### src/rtl/wb_retire_queue.sv
// rtl/wb_retire_queue.sv - dual-lane in-order writeback queue feeding a dual-write-port register file
module wb_retire_queue #(
    parameter int DEPTH = 8,
    parameter int CW    = $clog2(DEPTH + 1)
) (
    input  logic          clk,
    input  logic          reset_n,
    input  logic          in0_valid,
    input  logic [4:0]    in0_rd,
    input  logic [31:0]   in0_data,
    input  logic [3:0]    in0_we,
    input  logic          in1_valid,
    input  logic [4:0]    in1_rd,
    input  logic [31:0]   in1_data,
    input  logic [3:0]    in1_we,
    output logic          in_ready,
    output logic [4:0]    rd1,
    output logic [31:0]   wb_data1,
    output logic [3:0]    wb_we1,
    output logic [4:0]    rd2,
    output logic [31:0]   wb_data2,
    output logic [3:0]    wb_we2,
    output logic [CW-1:0] count
);
    localparam int PW = (DEPTH > 1) ? $clog2(DEPTH) : 1;

    typedef struct packed {
        logic [4:0]  rd;
        logic [31:0] data;
        logic [3:0]  we;
    } entry_t;

    entry_t        mem_q [DEPTH];
    logic [PW-1:0] head_q, head_d, tail_q, tail_d, tail1, head1;
    logic [CW-1:0] count_q, count_d;
    logic [1:0]    push_n, pop_n;

    logic [4:0]    rd1_q, rd1_d, rd2_q, rd2_d;
    logic [31:0]   data1_q, data1_d, data2_q, data2_d;
    logic [3:0]    we1_q, we1_d, we2_q, we2_d;

    entry_t        older, younger;
    logic          older_wr, younger_wr, same_dest;

    assign in_ready = (count_q <= CW'(DEPTH - 2));
    assign count    = count_q;
    assign rd1      = rd1_q;
    assign wb_data1 = data1_q;
    assign wb_we1   = we1_q;
    assign rd2      = rd2_q;
    assign wb_data2 = data2_q;
    assign wb_we2   = we2_q;

    assign tail1   = tail_q + PW'(1);
    assign head1   = head_q + PW'(1);
    assign older   = mem_q[head_q];
    assign younger = mem_q[head1];

    // Only a real write code to a nonzero register may reach the register file.
    assign older_wr   = (older.we == 4'd2) && (older.rd != 5'd0);
    assign younger_wr = (younger.we == 4'd2) && (younger.rd != 5'd0);
    assign same_dest  = older_wr && younger_wr && (older.rd == younger.rd);

    always_comb begin
        push_n  = in_ready ? ({1'b0, in0_valid} + {1'b0, in1_valid}) : 2'd0;
        pop_n   = (count_q >= CW'(2)) ? 2'd2 : ((count_q == CW'(1)) ? 2'd1 : 2'd0);
        count_d = count_q + CW'(push_n) - CW'(pop_n);
        head_d  = head_q + PW'(pop_n);
        tail_d  = tail_q + PW'(push_n);

        rd1_d   = 5'd0;
        data1_d = 32'd0;
        we1_d   = 4'd0;
        rd2_d   = 5'd0;
        data2_d = 32'd0;
        we2_d   = 4'd0;
        if (pop_n != 2'd0) begin
            rd2_d   = older.rd;
            data2_d = older.data;
            we2_d   = (older_wr && !(pop_n == 2'd2 && same_dest)) ? 4'd2 : 4'd0;
        end
        if (pop_n == 2'd2) begin
            rd1_d   = younger.rd;
            data1_d = younger.data;
            we1_d   = younger_wr ? 4'd2 : 4'd0;
        end
    end

    always_ff @(posedge clk or negedge reset_n) begin
        if (!reset_n) begin
            head_q  <= '0;
            tail_q  <= '0;
            count_q <= '0;
            rd1_q   <= 5'd0;
            data1_q <= 32'd0;
            we1_q   <= 4'd0;
            rd2_q   <= 5'd0;
            data2_q <= 32'd0;
            we2_q   <= 4'd0;
        end else begin
            head_q  <= head_d;
            tail_q  <= tail_d;
            count_q <= count_d;
            rd1_q   <= rd1_d;
            data1_q <= data1_d;
            we1_q   <= we1_d;
            rd2_q   <= rd2_d;
            data2_q <= data2_d;
            we2_q   <= we2_d;
        end
    end

    // A lone lane-1 result takes the tail slot so program order stays gap-free.
    always_ff @(posedge clk) begin
        if (in_ready) begin
            if (in0_valid)
                mem_q[tail_q] <= '{rd: in0_rd, data: in0_data, we: in0_we};
            if (in1_valid)
                mem_q[in0_valid ? tail1 : tail_q] <= '{rd: in1_rd, data: in1_data, we: in1_we};
        end
    end
endmodule

### config.mk
export PLATFORM = sky130hd
export DESIGN_NAME = wb_retire_queue
export DESIGN_NICKNAME = d
export VERILOG_FILES = /design/src/rtl/wb_retire_queue.sv
export SDC_FILE = /design/constraint.sdc
export NUM_CORES = 1
export LEC_CHECK = 0
export BUFFER_PORTS_ARGS = -buffer_cell sky130_fd_sc_hd__buf_2
export CORE_MARGIN = 1
export CORE_UTILIZATION = 62
export DETAILED_ROUTE_END_ITERATION = 16
export PLACE_DENSITY = 0.82
export RECOVER_POWER = 50
export SYNTH_ARGS = -nofsm -noshare
export SYNTH_HDL_FRONTEND = slang
export SYNTH_SLANG_ARGS = --single-unit
### constraint.sdc
create_clock -name clk -period 12.66 [get_ports clk]
set_input_delay 2.532 -clock clk [delete_from_list [all_inputs] [get_ports clk]]
set_output_delay 2.532 -clock clk [all_outputs]
set_load 0.01 [all_outputs]
Yosys cells after proc, flatten, opt, wreduce, memory -nomap -nowiden
Memories as Yosys holds them, arrays and structs flattened.
Cells that the tools add are included.
{"block": "totals", "ram_bits": 328, "inputBits": 86, "mem_count": 1, "ff_bits": 92, "wordCells": 52, "output_inout_bits": 87}
{"block": "classes", "reduce_logical": 10, "eq_ne": 5, "n_mux": 18, "n_addsub": 7, "magnitude_cmp": 2}
{"name": "mem_q", "words": 8, "width": 41, "read_ports": 2, "rd_ports_with_merged_regs": 0, "write_ports": 2, "line_no": "33", "source": "entry_t mem_q [DEPTH];"}
{"cell": "$mux 32", "count": 2}
{"cell": "$mux 2", "count": 6}
{"cell": "$mux 5", "count": 2}
{"cell": "$reduce_bool 5->1", "count": 2}
{"cell": "$eq 4x2->1 const B", "count": 2}
{"cell": "$mux 1", "count": 7}
{"cell": "$add 3x1->3 const B", "count": 2}
{"cell": "$add 3x2->3", "count": 2}
{"cell": "$logic_and 1x1->1", "count": 6}
{"cell": "$eq 5x5->1", "count": 1}
{"cell": "$add 4x2->4", "count": 1}
{"cell": "$eq 4x1->1 const B", "count": 1}
{"cell": "$ge 4x2->1 const B", "count": 1}
{"cell": "$le 4x3->1 const B", "count": 1}
{"cell": "$sub 4x2->4", "count": 1}
{"cell": "$mux 3", "count": 1}
{"cell": "$add 1x1->2", "count": 1}
{"cell": "$eq 2x2->1 const B", "count": 1}
{"cell": "$reduce_bool 2->1", "count": 1}
{"cell": "$logic_not 1->1", "count": 1}

Depth between registers and ports, before layout
An unclocked memory read counts as a cell.
{"block": "logic_depth", "ltp_word": 11, "depth_mapped": 12, "ltp_nobuf": 11}

Least setup slack after synthesis
OpenSTA, ideal clock, no wires.
{"block": "synth_timing", "path_type": "in2reg", "start": "input in0_valid", "end": "memory mem_q[0][0] (netlist bit), enable pin", "path_stages": 3, "path_buffers": 1, "t_arrival_ns": 6.135, "setup_time_ns": 0.504, "slack_ns": 6.021, "required_time_ns": 12.156, "path_cell_list": "clkbuf_1 -> nand3b_1 -> o32ai_1"}
{"item": "start: declaration", "line_no": "8", "source": "input logic in0_valid,"}
{"item": "end: declaration", "line_no": "33"}

Worst setup path after layout
{"block": "layout_timing", "start": "register head_q[0]", "end": "register we2_q[1] (netlist: wb_we2[1])"}
{"block": "layout_via", "elab_chain_cells": 11, "word_cells_on_any_way": 16, "cone_classes": "1 x add/sub; 3 x eq/ne; 2 x mux; 9 x reduce/logical; 1 x memory"}
{"item": "start: declaration", "line_no": "34", "source": "logic [PW-1:0] head_q, head_d, tail_q, tail_d, tail1, head1;"}
{"item": "start signal: assignment", "line_no": "91", "source": "head_q <= '0;"}
{"item": "start signal: assignment", "line_no": "101", "source": "head_q <= head_d;"}
{"item": "$add 3x1->3", "line_no": "55", "source": "assign head1 = head_q + PW'(1);"}
{"item": "$mem_v2 8x41 *"}
{"item": "$eq 4x2->1 or $reduce_bool 5->1 (tied branches)", "line_no": "61", "source": "assign younger_wr = (younger.we == 4'd2) && (younger.rd != 5'd0);"}
{"item": "$logic_and 1x1->1", "line_no": "61"}
{"item": "$logic_and 1x1->1 (2 in a row)", "line_no": "62", "source": "assign same_dest = older_wr && younger_wr && (older.rd == younger.rd);"}
{"item": "$logic_and 1x1->1", "line_no": "80", "source": "we2_d = (older_wr && !(pop_n == 2'd2 && same_dest)) ? 4'd2 : 4'd0;"}
{"item": "$logic_not 1->1", "line_no": "80"}
{"item": "$logic_and 1x1->1 *", "line_no": "80"}
{"item": "$mux 2 *", "line_no": "80"}
{"item": "$mux 2 *", "line_no": "77", "source": "if (pop_n != 2'd0) begin"}
{"item": "via we2_d[1]", "line_no": "40", "source": "logic [3:0] we1_q, we1_d, we2_q, we2_d;"}
{"item": "end signal: assignment", "line_no": "109", "source": "we2_q <= we2_d;"}
{"item": "end: declaration", "line_no": "40"}
Mark *: on every way through the listed nets, which the timed path passes. The rest lies on a longest branch.

==> impl_metrics.csv <==
group,metric,value,unit
clock_network,cts_tree,"built",
worst_hold_path,hold_start,"tail_q[2]",
timing,finalCritPeriodShare,0.591,
floorplan,die_w,190,microns
global_routing,grt_pass1_wl,82100,microns
synth,synth_cell_types,42,
detailed_routing,routed_wl,53300,microns
timing,setup_viol,0,
final_layout,final_layout_size_suffix_gt1_frac,0.438,
setup_path,end_kind,"flop",
outcome,outcome,"finished with violations",
floorplan,ios,173,
setup_path,cpMaxStageDelayCell,"clkbuf_1",
clock_network,post_cts_resized,0,
place,dp_cells,1890,
synth,yosys_warnings,0,
clock_network,cts_max_path_buffers,3,
detailed_routing,detail_route.wl_per_cell,27.0,microns
timing,setup_ws,5.17,ns
synth,ys.flop_type,"edfxtp_1",
synth,synth-edff-count,328,
clock_network,cts_buffers,43,
final_layout,layout_common_cells,"331 x mux2_2, 328 x edfxtp_1, 151 x mux4_2",
clock_network,cts_root_buffer,"clkbuf_16",
global_routing,antenna_found_initial,8,
setup_path,crit_arrival,7.95,ns
final_layout,nFillCells,2262,
power_and_ir_drop,p_per_area,257,nW/um^2
setup_path,cp_top_family,"buffers and inverters",
job,maxCapViolCount,13,
global_routing,grt_max_degree,87,
clock_network,htreeDepth,2,
power_and_ir_drop,irDropWorstVdd,205,uV
timing,rsz0062_at_grt,"no",
clock_network,clk_pin_slew,0.06,ns
global_routing,grtUsageTotal,0.306,
setup_path,crit_buf_inv,2,
place,dp.final_hpwl,30600,microns
worst_hold_path,hold_class,"flop to flop",
place,portBuffers,166,
setup_path,required,13.13,ns
floorplan,core,34600,sq um
synth,synth_cells,1343,
synth,seq_area_frac_synth,0.549,
detailed_routing,drc,0,
setup_path,critPathLaunchType,"flop",
clock_network,cts.sink_count,414,
detailed_routing,ant_nets,0,
floorplan,placementRows,68,
setup_path,crit_type,"flop to flop",
global_routing,grt_pass1_vias,13800,
timing,hold_violations,0,
timing,slew_violations,537,
setup_path,worstPathCellList,"clkbuf_1 -> inv_1 -> mux2i_1 -> nand4_1 -> and4b_1 -> a41oi_1",
power_and_ir_drop,p_leak,8.47,nW
outcome,violations,"capacitance limit, slew limit",
global_routing,grt.overflow.total,0,
detailed_routing,dr_total_vias,13200,
power_and_ir_drop,total_power,6.28,mW
clock_network,cts_hold_buf,0,
floorplan,initial_core_util,0.632,
detailed_routing,viasPerCell,6.68,
setup_path,cp_slowest_stage_delay,2.87,ns
place,globalplace.congestion,0.818,
final_layout,instances_no_fill,1974,
synth,syn_avg_cell_area,16.3,sq um
timing,hold_ws,0.694,ns
detailed_routing,drt_iter0_drc,1343,
timing,finalClockSkew,0.0130,ns
timing,period_needed,7.49,ns
floorplan,die_y,190,microns
final_layout,areaGrowthSynthToFinish,11.6,%
synth,async_flop_share,0.208,
timing,slew_headroom,-2.21,
synth,synth_area,21900,sq um
setup_path,startpoint,"head_q[0]",
floorplan,die-area,36000,sq um
clock_network,clk_latency,0.56,ns
clock_network,post_cts_buffers,0,
setup_path,critPathMaxFanout,65,
timing,tightest_slew,4.82,ns
timing,fin_setup_tns,0,ns
detailed_routing,drt_pre_antenna_iters,5,
place,place_ws,7.35,ns
final_layout,final_common_cell,"mux2_2",
timing,max_freq,0.134,GHz
setup_path,r2r_start,"head_q[0]",
final_layout,nets,1581,
synth,synth-seq-cells,414,
==> metal layers <==
metal | up-vias | track usage | wire length, microns
met3 | 113 | 0.0528 | 4090
met5 | - | 0 | 43
li1 | 5604 | - | -
met2 | 618 | 0.522 | 27100
met1 | 6839 | 0.399 | 20500
met4 | 6 | 0.108 | 1520
==> registers in the layout (all words and copies together), names as in the netlist <==
| name | count |
|---|---|
| mem_q | 328 |
| wb_we2 | 1 |
| tail_q | 3 |
| wb_data2 | 32 |
| rd2 | 5 |
| wb_we1 | 1 |
| wb_data1 | 32 |
| rd1 | 5 |
| count | 4 |
| head_q | 3 |
==> per-stage QoR <==
stage / instance area (sq um) / util
finish: 24400 / 0.705
CTS: 24600 / 0.710
global placement: 23200 / 0.669
detailed placement: 23200 / 0.669
floorplan: 21900 / -
global route: 24400 / 0.705
==> kinds of logic after synthesis <==
| family | after synthesis | synth area share |
|---|---|---|
| AO/OA/AOI/OAI | 57 | 0.0151 |
| XOR/XNOR | 26 | 0.0108 |
| adder cells (fa/ha/maj) | 15 | 0.00996 |
| buffers and inverters | 116 | 0.0264 |
| flip-flops | 414 | 0.549 |
| multiplexers | 531 | 0.351 |
| other | 1 | 0.000171 |
| AND/OR/NAND/NOR | 183 | 0.0380 |
==> final timing paths <==
kind / to / slack, ns / cells past startpoint
max: wb_we2[1] / 5.17 / 6
max reg2reg: wb_we2[1] / 5.17 / 6
min: tail_q[2] / 0.69 / 1
max in group asynchronous: head_q[1] / 5.59 / 1
min in group asynchronous: rd2[2] / 3.71 / 1
min reg2reg: tail_q[2] / 0.69 / 1
==> final cells by class <==
class / instances / area [sq um] / area share
Antenna cell: 5 / 12.5 / 0.000513
Clock buffer: 58 / 1210 / 0.0498
Clock inverter: 21 / 225 / 0.00923
Inverter: 14 / 52.6 / 0.00215
Multi-Input combinational cell: 818 / 9460 / 0.387
Sequential cell: 414 / 12000 / 0.492
Tap cell: 455 / 569 / 0.0233
Timing Repair Buffer: 189 / 871 / 0.0357
==> synthesized netlist by cell type (all sizes together), types with 11 or more instances <==
library cell,number,area share
a21oi,38,0.0087
buf,76,0.020
clkbuf,26,0.0045
dfrtp,86,0.098
edfxtp,328,0.45
ha,11,0.0063
inv,14,0.0024
mux2,331,0.17
mux2i,46,0.021
mux4,154,0.16
nand2,78,0.013
nor2,59,0.010
xor2,17,0.0068
==> report_power, final <==
group / leakage (nW) / internal [mW] / switching [mW] / total [mW]
Clock: 0.709 / 0.774 / 0.529 / 1.30
Combinational: 3.76 / 1.29 / 1.49 / 2.78
Sequential: 4.01 / 1.92 / 0.272 / 2.20
Total: 8.47 / 3.99 / 2.29 / 6.28
==> worst reg2reg max path: stages (launching register included) <==
cell      delay, ns
dfrtp_1        2.41
clkbuf_1       2.90
inv_1          0.80
mux2i_1        0.60
nand4_1        0.21
and4b_1        0.30
a41oi_1        0.18
No activity file was read; power rests on OpenSTA's default activity.
